### config.mk
export PLATFORM = sky130hd
export DESIGN_NAME = bm_sample_fifo
export DESIGN_NICKNAME = d
export VERILOG_FILES = /design/src/rtl/bm_sample_fifo.sv
export SDC_FILE = /design/constraint.sdc
export NUM_CORES = 1
export LEC_CHECK = 0
export ABC_AREA = 1
export BUFFER_PORTS_ARGS = -buffer_cell sky130_fd_sc_hd__buf_4
export CORE_AREA = 2 2 153 155
export CTS_BUF_LIST = sky130_fd_sc_hd__clkbuf_8
export DETAILED_ROUTE_END_ITERATION = 10
export DIE_AREA = 0 0 155 157
export PLACE_DENSITY = 0.82
export SLEW_MARGIN = 20
export SYNTH_ARGS = -nofsm -noshare
export SYNTH_HDL_FRONTEND = slang
export SYNTH_SLANG_ARGS = --single-unit
export TNS_END_PERCENT = 10
### constraint.sdc
create_clock -name clk -period 4.03 [get_ports clk]
set_clock_uncertainty 0.15 [all_clocks]
set_input_delay 0.806 -clock clk [delete_from_list [all_inputs] [get_ports clk]]
set_output_delay 0.806 -clock clk [all_outputs]
set_load 0.005 [all_outputs]
### src/rtl/bm_sample_fifo.sv
// -----------------------------------------------------------------------------
// bm_sample_fifo
//
// Output buffer of the Box-Muller Gaussian generator. Each valid (x0, x1)
// pair is stored as one {x1, x0} FIFO entry. Entries leave as a 16-bit
// ready/valid stream, x0 first and then x1. Pairs that arrive while the FIFO
// is full are dropped rather than stalled. Each drop is counted in a
// saturating counter and raises a sticky overflow flag.
//
// Ports:
//   clk        system clock, rising edge
//   reset      synchronous, active-high reset
//   enable     capture enable; when low, in_valid is ignored entirely
//   in_valid   x0_in/x1_in hold a valid pair this cycle
//   x0_in      first sample of the pair (sent first)
//   x1_in      second sample of the pair
//   out_data   head sample: x0 when phase=0, x1 when phase=1; 0 when idle
//   out_valid  out_data holds a valid sample (FIFO not empty)
//   out_ready  consumer accepts out_data this cycle
//   level      number of stored pairs, 0..DEPTH
//   overflow   sticky: at least one pair dropped since reset or clr_ovf
//   drop_cnt   number of dropped pairs, saturating at 16'hFFFF
//   clr_ovf    clears overflow and drop_cnt (a drop in the same cycle wins)
// -----------------------------------------------------------------------------
module bm_sample_fifo #(
    parameter int DEPTH = 8,   // capacity in pairs, power of two, >= 2
    parameter int AW    = 3    // log2(DEPTH)
) (
    input  logic          clk,
    input  logic          reset,
    input  logic          enable,
    input  logic          in_valid,
    input  logic [15:0]   x0_in,
    input  logic [15:0]   x1_in,
    output logic [15:0]   out_data,
    output logic          out_valid,
    input  logic          out_ready,
    output logic [AW:0]   level,
    output logic          overflow,
    output logic [15:0]   drop_cnt,
    input  logic          clr_ovf
);

    localparam logic [AW:0] FULL_LEVEL = (AW+1)'(DEPTH);
    localparam logic [15:0] CNT_MAX    = 16'hFFFF;

    // Pair storage, entry layout {x1, x0}.
    logic [31:0]   mem [DEPTH];

    logic [AW-1:0] wr_ptr_q,   wr_ptr_d;
    logic [AW-1:0] rd_ptr_q,   rd_ptr_d;
    logic [AW:0]   level_q,    level_d;
    logic          phase_q,    phase_d;
    logic          overflow_q, overflow_d;
    logic [15:0]   drop_cnt_q, drop_cnt_d;

    logic full, empty;
    logic push, drop, xfer, pop;
    logic [31:0] head;

    // Full/empty come from the registered level only. A pop in the same
    // cycle does not free a slot for a push (no write-through).
    assign full  = (level_q == FULL_LEVEL);
    assign empty = (level_q == '0);

    assign push = enable && in_valid && !full;
    assign drop = enable && in_valid &&  full;
    assign xfer = out_valid && out_ready;
    assign pop  = xfer && phase_q;      // the x1 transfer retires the pair

    assign head      = mem[rd_ptr_q];
    assign out_valid = !empty;
    assign out_data  = out_valid ? (phase_q ? head[31:16] : head[15:0]) : 16'h0000;

    assign level    = level_q;
    assign overflow = overflow_q;
    assign drop_cnt = drop_cnt_q;

    always_comb begin
        // NOTE: every signal gets a default first so no path leaves it
        // unassigned; an unassigned path would infer a latch.
        wr_ptr_d   = wr_ptr_q;
        rd_ptr_d   = rd_ptr_q;
        level_d    = level_q;
        phase_d    = phase_q;
        overflow_d = overflow_q;
        drop_cnt_d = drop_cnt_q;

        if (push) begin
            wr_ptr_d = wr_ptr_q + 1'b1;
        end

        if (xfer) begin
            phase_d = !phase_q;
            if (phase_q) begin
                rd_ptr_d = rd_ptr_q + 1'b1;
            end
        end

        if (push && !pop) begin
            level_d = level_q + 1'b1;
        end else if (pop && !push) begin
            level_d = level_q - 1'b1;
        end

        // A drop in the same cycle as clr_ovf counts as the first drop
        // after the clear.
        if (clr_ovf) begin
            overflow_d = drop;
            drop_cnt_d = drop ? 16'd1 : 16'd0;
        end else if (drop) begin
            overflow_d = 1'b1;
            if (drop_cnt_q != CNT_MAX) begin
                drop_cnt_d = drop_cnt_q + 16'd1;
            end
        end
    end

    always_ff @(posedge clk) begin
        // NOTE: sequential state uses non-blocking assignments so every
        // register samples the pre-edge values of the others.
        if (reset) begin
            wr_ptr_q   <= '0;
            rd_ptr_q   <= '0;
            level_q    <= '0;
            phase_q    <= 1'b0;
            overflow_q <= 1'b0;
            drop_cnt_q <= '0;
        end else begin
            wr_ptr_q   <= wr_ptr_d;
            rd_ptr_q   <= rd_ptr_d;
            level_q    <= level_d;
            phase_q    <= phase_d;
            overflow_q <= overflow_d;
            drop_cnt_q <= drop_cnt_d;
        end
    end

    // NOTE: the storage array is deliberately left out of reset. Entries are
    // only read when level says they were written, so reset can stay off the
    // RAM and it maps to plain memory.
    always_ff @(posedge clk) begin
        if (push) begin
            mem[wr_ptr_q] <= {x1_in, x0_in};
        end
    end

endmodule

==> results of run 1 <==
==> metrics by stage <==
| step | utilization (%) | power (uW) | setup slack, ns |
|---|---|---|---|
| 2_1_floorplan | - | 3875 | 0.8804 |
| 3_3_place_gp | 57.28 | 4216 | 1.063 |
| 3_5_place_dp | 57.28 | 4247 | 1.017 |
| 4_1_cts | 61.22 | 6617 | 0.3650 |
| 5_1_grt | 61.22 | 6839 | 0.2177 |
| 6_report | 61.22 | 6586 | 0.3841 |
==> how the worst max path moves through the flow <==
stage | from | end | depth (start not counted)
after CTS | flop | out_data[10] | 9
final | flop | out_data[10] | 9
after global routing | flop | out_data[7] | 9
after global placement | flop | out_data[12] | 9
after detailed placement | flop | out_data[2] | 9
after floorplan | enable | mem[0][0] | 6
==> routing by layer <==
metal	global-route usage, %	share of wire, %
met1	28.79	39
met2	38.14	48
met5	0	0
met3	5.231	9.6
met4	10.32	3.0
==> layout make-up <==
type                       instances  area, sq um  share of cell area, %
inverter                          47        177.7                  1.290
sequential                       287         8313                  60.34
tap                              285        356.6                  2.588
clock inverter                    37        212.7                  1.544
clock buffer                      49        674.4                  4.895
timing repair buffer              93        748.2                  5.431
multi-input combinational        728         3294                  23.91
==> flip-flops by register name, summed over array words and instances (netlist names), named ones only <==
name,count
mem,256
level,4
phase_q,1
drop_cnt,16
rd_ptr_q,3
wr_ptr_q,3
overflow,1
==> cell families (layout without fill, tap and decap cells) <==
family	Yosys count	in the layout	synth area share (%)
xor gates and xnor gates	3	3	0.2190
and+or+nand+nor	664	664	23.51
AOI/OAI and AO/OA	54	54	2.429
buffers and inverters	107	226	3.826
adders and majority gates	7	7	0.7923
DFF	287	287	69.22
==> power by group through the flow <==
stage          Combinational (uW)  Sequential, uW  Clock (uW)
2_1_floorplan                 481            3390           0
5_1_grt                       940            3340        2560
6_report                      860            3340        2390
4_1_cts                       850            3340        2430
3_3_place_gp                  818            3400           0
3_5_place_dp                  846            3400           0
==> placed cells by master, fill, tap and decap left out, types with 8 or more instances in the layout <==
cell / Yosys / routed
nand3_1: 214 / 214
a21oi_1: 36 / 36
nor2_4: 1 / 9
inv_1: 38 / 52
nor2_1: 42 / 34
dfxtp_1: 31 / 29
clkbuf_8: 0 / 49
o21ai_0: 8 / 8
buf_4: 1 / 89
clkinv_1: 4 / 14
clkinv_2: 0 / 9
nand2_1: 395 / 395
edfxtp_1: 256 / 256
==> worst max-delay path, delay by kind of cell (launching register included) <==
family / cells / cell delay [ns]
AOI/OAI and AO/OA: 1 / 0.10
buffers and inverters: 3 / 1.07
DFF: 1 / 0.43
and+or+nand+nor: 5 / 0.48
==> qor.yml, run 1 <==
sta:
  min_period_over_period_pct: 90.47
  layout_min_cycle_time_ns: 3.646
  finalSetupViolCount: 0
  max_slew.worst_pin.slew_ns: 0.9893
  hold_violations: 0
  hold_slack_ns: 0.3189
  maxSlewViolCount: 0
  tns_ns: 0
  fmax_mhz: 274.3
  rsz0062_at_grt: "no"
  slew_headroom_pct: 33.89
setup_path:
  critPathMostFrequentCell: "nand2_1"
  endpoint_kind: "output pin"
  path_class: "reg2out"
  slowest_stage: "clkinv_2"
  path_cells: "clkinv_2 -> buf_12 -> nand2_1 -> nand3_1 -> nand3_1 -> nand2_1 -> nand2_1 -> a21oi_1 -> buf_4"
  r2r_slack_ns: 1.44
  r2r-end: "level[3]"
  cp_data_required_time_ns: 3.07
  slowest_delay_ns: 0.48
  r2r_cells: 13
  crit_path_max_fanout: 54
  critPathArrivalTime_ns: 2.69
  reg2reg_from: "phase_q"
  critPathLaunchType: "flop"
power_and_ir_drop:
  p_leak_uw: 0.005249
  seq_power_share_pct: 50.7
  power_switching_uw: 1720
  power_frac_comb_pct: 13.1
  peakVddDrop_mv: 0.2232
  swShare_pct: 26.12
  pwr-share-clk_pct: 36.2
  p_int_uw: 4866
  p_per_area_nw_per_um2: 478.0
synth:
  yosysMostFrequentCell: "nand2_1"
  ys.flop_type: "edfxtp_1"
  syn_nets: 1167
  synthTopCellsByCount: "nand2_1, edfxtp_1, nand3_1"
  yosys_warnings: 0
  synth_top_area_share_pct: 64.05
  synth-edff-count: 256
  syn_area_sq_um: 12000
  ys_async_sr_fraction_pct: 0
  netlist_instances: 1122
  ys_ff_latch: 287
  avgSynthCellArea_sq_um: 10.70
  yosysTopAreaCell: "edfxtp_1"
  ys_seq_area_share_pct: 69.22
  synthTopCellsByArea: "edfxtp_1, nand2_1, nand3_1, dfxtp_1, a21oi_1"
  ys_types: 33
global_routing:
  grt_use_total_pct: 22.88
  grt_pass1_vias: 8539
  antenna_found_initial: 0
  grt.overflow.total: 0
  grt_max_degree: 119
  grt_pass1_wl_mm: 43.32
layout:
  fin_cells: 1526
  area.growth.synth_to_final_pct: 14.79
  diodes: 0
  n_fill_cell: 1716
  finalInstanceArea_sq_um: 13780
  drive_above_1_share_pct: 14.50
  finalNetCount: 1249
cts:
  numCtsBuffers: 47
  clk_latency_ns: 0.56
  postCtsSetupRepairBufs: 0
  numClockSinks: 287
  cts_tree: "done"
  hold_buffers: 0
  cts_buffer_depth: 3
  h-tree-depth: 2
  cts_resized: 0
  root_buffer: "clkbuf_8"
  clkSlewWorstSetupHoldPaths_ns: 0.06
worst_hold_path:
  hold_start: "rd_ptr_q[2]"
  hold_depth: 2
  hold_path.class: "reg2reg"
place:
  numPortBuffers: 75
  placed_cells: 1440
  dp_hpwl_mm: 16.01
  post_dp_cell_area_sq_um: 12890
  place.gp.congestion: 0.8656
die:
  core-area_sq_um: 22500
  start_util_pct: 53.33
  dieHeight_um: 157
  core.rowCount: 55
  ioPinCount: 76
  die_x_um: 155
  fp.dieArea_sq_um: 24340
outcome:
  status: "finished, final reports clean"
job:
  max-cap-violations: 0
detailed_routing:
  drtPass1Iterations: 7
  first_iter_violations: 770
  wl_per_cell_um: 18.10
  vias_per_cell: 5.642
  ant_nets: 0
  num_vias: 8609
  drc: 0
  wl_mm: 27.62
(Power assumes the default switching activity.)
==> run 2: changes to the inputs <==
Settings changed: ABC_AREA 1 to 0, CORE_AREA 2 2 153 155 to 2 2 183 185, DIE_AREA 0 0 155 157 to 0 0 185 187, PLACE_DENSITY 0.82 to 0.61.
==> run 2 against run 1 <==
Net effect:
- fmax down 4.6%
- first-iteration DRC count down 56%
- cell count down 24%
- utilization down 21 points
- global-route usage down 9.4 points
- wire length down 17%
- register-to-register slack worse by 0.55 ns
- sequential share of layout area up 1.8 points
- combinational power up 12%
- sequential cell count unchanged
==> qor.yml, run 2 <==
worst_hold_path:
  hold_depth: 2  # unchanged
  hold_start: "overflow"  # was rd_ptr_q[2]
  hold_path.class: "reg2reg"  # unchanged
  min_to: "overflow"
die:
  core.rowCount: 67  # was 55
  ioPinCount: 76  # unchanged
  dieHeight_um: 187  # was 157 um
  start_util_pct: 34.22  # was 53.33%
  die_x_um: 185  # was 155 um
  fp.dieArea_sq_um: 34600  # was 24340 sq um
  core-area_sq_um: 32860  # was 22500 sq um
power_and_ir_drop:
  swShare_pct: 24.55  # was 26.12%
  power_switching_uw: 1636  # was 1720 uW
  p_per_area_nw_per_um2: 498.5  # was 478.0 nW/um^2
  peakVddDrop_mv: 0.2692  # was 0.2232 mV
  seq_power_share_pct: 50.8  # was 50.7%
  p_total_uw: 6665  # was 6586 uW
  p_int_uw: 5028  # was 4866 uW
  power_frac_comb_pct: 14.4  # was 13.1%
  pwr-share-clk_pct: 34.8  # was 36.2%
  p_leak_uw: 0.004274  # was 0.005249 uW
setup_path:
  slowest_delay_ns: 0.77  # was 0.48 ns
  crit_path_max_fanout: 16  # was 54
  cp_data_required_time_ns: 3.07  # about the same
  critPathArrivalTime_ns: 2.86  # was 2.69 ns
  slowest_stage: "or4_2"  # was clkinv_2
  critPathLaunchType: "flop"  # unchanged
  endpoint_kind: "output pin"  # unchanged
  path_class: "reg2out"  # unchanged
  r2r-end: "level[3]"  # unchanged
  r2r_slack_ns: 0.89  # was 1.44 ns
  reg2reg_from: "level[0]"  # was phase_q
  r2r_cells: 9  # was 13
  path_cells: "or4_2 -> nand2b_1 -> o22ai_1 -> buf_4"  # was clkinv_2 -> buf_12 -> nand2_1 -> nand3_1 -> nand3_1 -> nand2_1 -> nand2_1 -> a21oi_1 -> buf_4
sta:
  finalSetupViolCount: 0  # unchanged
  hold_violations: 0  # unchanged
  min_period_over_period_pct: 94.80  # was 90.47%
  slew_headroom_pct: 46.58  # was 33.89%
  maxSlewViolCount: 0  # unchanged
  rsz0062_at_grt: "no"  # unchanged
  max_slew.worst_pin.slew_ns: 0.8013  # was 0.9893 ns
  layout_min_cycle_time_ns: 3.821  # was 3.646 ns
  fmax_mhz: 261.7  # was 274.3 MHz
layout:
  finalInstanceArea_sq_um: 13370  # was 13780 sq um
  largest_reg_flops: 256  # unchanged
  finalNetCount: 728  # was 1249
  regMostFlops: "mem"  # unchanged
  final_cell_mix: "edfxtp_1, buf_4, mux4_2"  # was nand2_1, edfxtp_1, nand3_1
  final_common_cell: "edfxtp_1"  # was nand2_1
  n_fill_cell: 2984  # was 1716
  drive_above_1_share_pct: 32.36  # was 14.50%
  area.growth.synth_to_final_pct: 18.90  # was 14.79%
cts:
  clkSlewWorstSetupHoldPaths_ns: 0.07  # was 0.06 ns
  cts_buffer_depth: 3  # unchanged
  cts_resized: 0  # unchanged
  hold_buffers: 0  # unchanged
  postCtsSetupRepairBufs: 0  # unchanged
  root_buffer: "clkbuf_8"  # unchanged
  h-tree-depth: 2  # unchanged
  cts_tree: "done"  # unchanged
  numCtsBuffers: 46  # was 47
  numClockSinks: 287  # unchanged
  clk_latency_ns: 0.54  # was 0.56 ns
global_routing:
  grt_pass1_wl_mm: 35.40  # was 43.32 mm
  grt_use_total_pct: 13.49  # was 22.88%
  grt.overflow.total: 0  # unchanged
  grt_pass1_vias: 5958  # was 8539
  antenna_found_initial: 1  # was 0
  grt_max_degree: 37  # was 119
synth:
  avgSynthCellArea_sq_um: 19.66  # was 10.70 sq um
  syn_nets: 617  # was 1167
  synth_top_area_share_pct: 68.37  # was 64.05%
  ys_types: 49  # was 33
  ys_async_sr_fraction_pct: 0  # unchanged
  netlist_instances: 572  # was 1122
  yosysMostFrequentCell: "edfxtp_1"  # was nand2_1
  ys_seq_area_share_pct: 73.88  # was 69.22%
  yosysTopAreaCell: "edfxtp_1"  # unchanged
  synthTopCellsByArea: "edfxtp_1, mux4_2, dfxtp_1, mux2i_1, o22ai_1"  # was edfxtp_1, nand2_1, nand3_1, dfxtp_1, a21oi_1
  syn_area_sq_um: 11240  # was 12000 sq um
  yosys_warnings: 0  # unchanged
  synthTopCellsByCount: "edfxtp_1, mux4_2, mux2i_1"  # was nand2_1, edfxtp_1, nand3_1
  ys_ff_latch: 287  # unchanged
  synth-edff-count: 256  # unchanged
  ys.flop_type: "edfxtp_1"  # unchanged
detailed_routing:
  drtPass1Iterations: 4  # was 7
  wl_per_cell_um: 19.65  # was 18.10 um
  first_iter_violations: 337  # was 770
  num_vias: 5694  # was 8609
  drc: 0  # unchanged
  wl_mm: 22.92  # was 27.62 mm
  vias_per_cell: 4.883  # was 5.642
  ant_nets: 0  # unchanged
outcome:
  status: "finished, final reports clean"  # unchanged
place:
  place.gp.congestion: 0.7598  # was 0.8656
  dp_hpwl_mm: 13.29  # was 16.01 mm
  post_dp_cell_area_sq_um: 12510  # was 12890 sq um
  numPortBuffers: 75  # unchanged
job:
  max-cap-violations: 0  # unchanged
-- run 2: cell types whose count changed in the layout (fill, tap and decap cells not counted), moves of 16 or more --
cell and change:
mux2i_1 +36, nand2_1 -388, mux4_2 +64, o22ai_1 +16, inv_1 -34, nand3_1 -204, a21oi_1 -21
-- run 2: how the worst max path moves through the flow --
stage	from	endpoint	slack [ns]	cells after the start
final	level[0]	out_data[13]	0.21	4
after global routing	level[0]	out_data[13]	0.05	4
after CTS	level[0]	out_data[13]	0.19	4
after detailed placement	level[0]	out_data[13]	0.78	4
after global placement	level[0]	out_data[14]	0.85	4
after floorplan	enable	mem[1][0]	-0.18	4
-- run 2: worst max-delay path: cells and delay by family (launching register included) --
family | cells | cell delay (ns)
AOI/OAI and AO/OA | 1 | 0.32
buffers and inverters | 1 | 0.22
DFF | 1 | 0.39
and+or+nand+nor | 2 | 1.39
-- run 2: cell families after synthesis --
family / after synthesis / synth area share (%)
AO/OA/AOI/OAI: 47 / 2.671
XOR/XNOR: 10 / 0.7789
adder cells (fa/ha/maj): 7 / 0.8457
buffers and inverters: 34 / 1.291
flip-flops: 287 / 73.88
multiplexers: 101 / 16.12
AND/OR/NAND/NOR: 86 / 4.406
-- run 2: final cells by class --
cell class	instances	area, sq um	area share (%)
flip-flops and latches	287	8314	62.18
multi-input cells	251	2853	21.34
repair buffers	92	765.7	5.727
clock buffers	48	660.6	4.941
well taps	448	560.5	4.192
clock inverters	34	195.2	1.460
inverters	5	18.77	0.1404
diodes	1	2.502	0.01872
-- run 2: per-layer routing --
metal	vias up	GRT usage, %	share of wire (%)
li1	2589	-	-
met1	2906	18.29	44
met2	170	21.81	48
met3	29	3.466	6.4
met4	0	3.236	1.3
met5	-	0	0
-- run 2: per-stage QoR --
step | setup TNS (ns) | util [%] | cells | hold slack, ns | worst slack, ns
after floorplan | -5.637 | - | 572 | 0.3158 | -0.1762
after global placement | 0 | 38.07 | 1083 | 0.3159 | 0.8502
after detailed placement | 0 | 38.07 | 1083 | 0.3211 | 0.7761
after CTS | 0 | 40.68 | 1165 | 0.2975 | 0.1852
after global routing | 0 | 40.68 | 1165 | 0.3107 | 0.05255
final | 0 | 40.69 | 1166 | 0.3287 | 0.2094
-- run 2: power groups by stage --
| stage | sequential [uW] | clock, uW | combinational (uW) |
|---|---|---|---|
| floorplan | 3410 | 0 | 558 |
| finish | 3380 | 2320 | 961 |
| detailed placement | 3450 | 0 | 974 |
| CTS | 3380 | 2400 | 976 |
| global placement | 3440 | 0 | 967 |
| global route | 3390 | 2520 | 1050 |
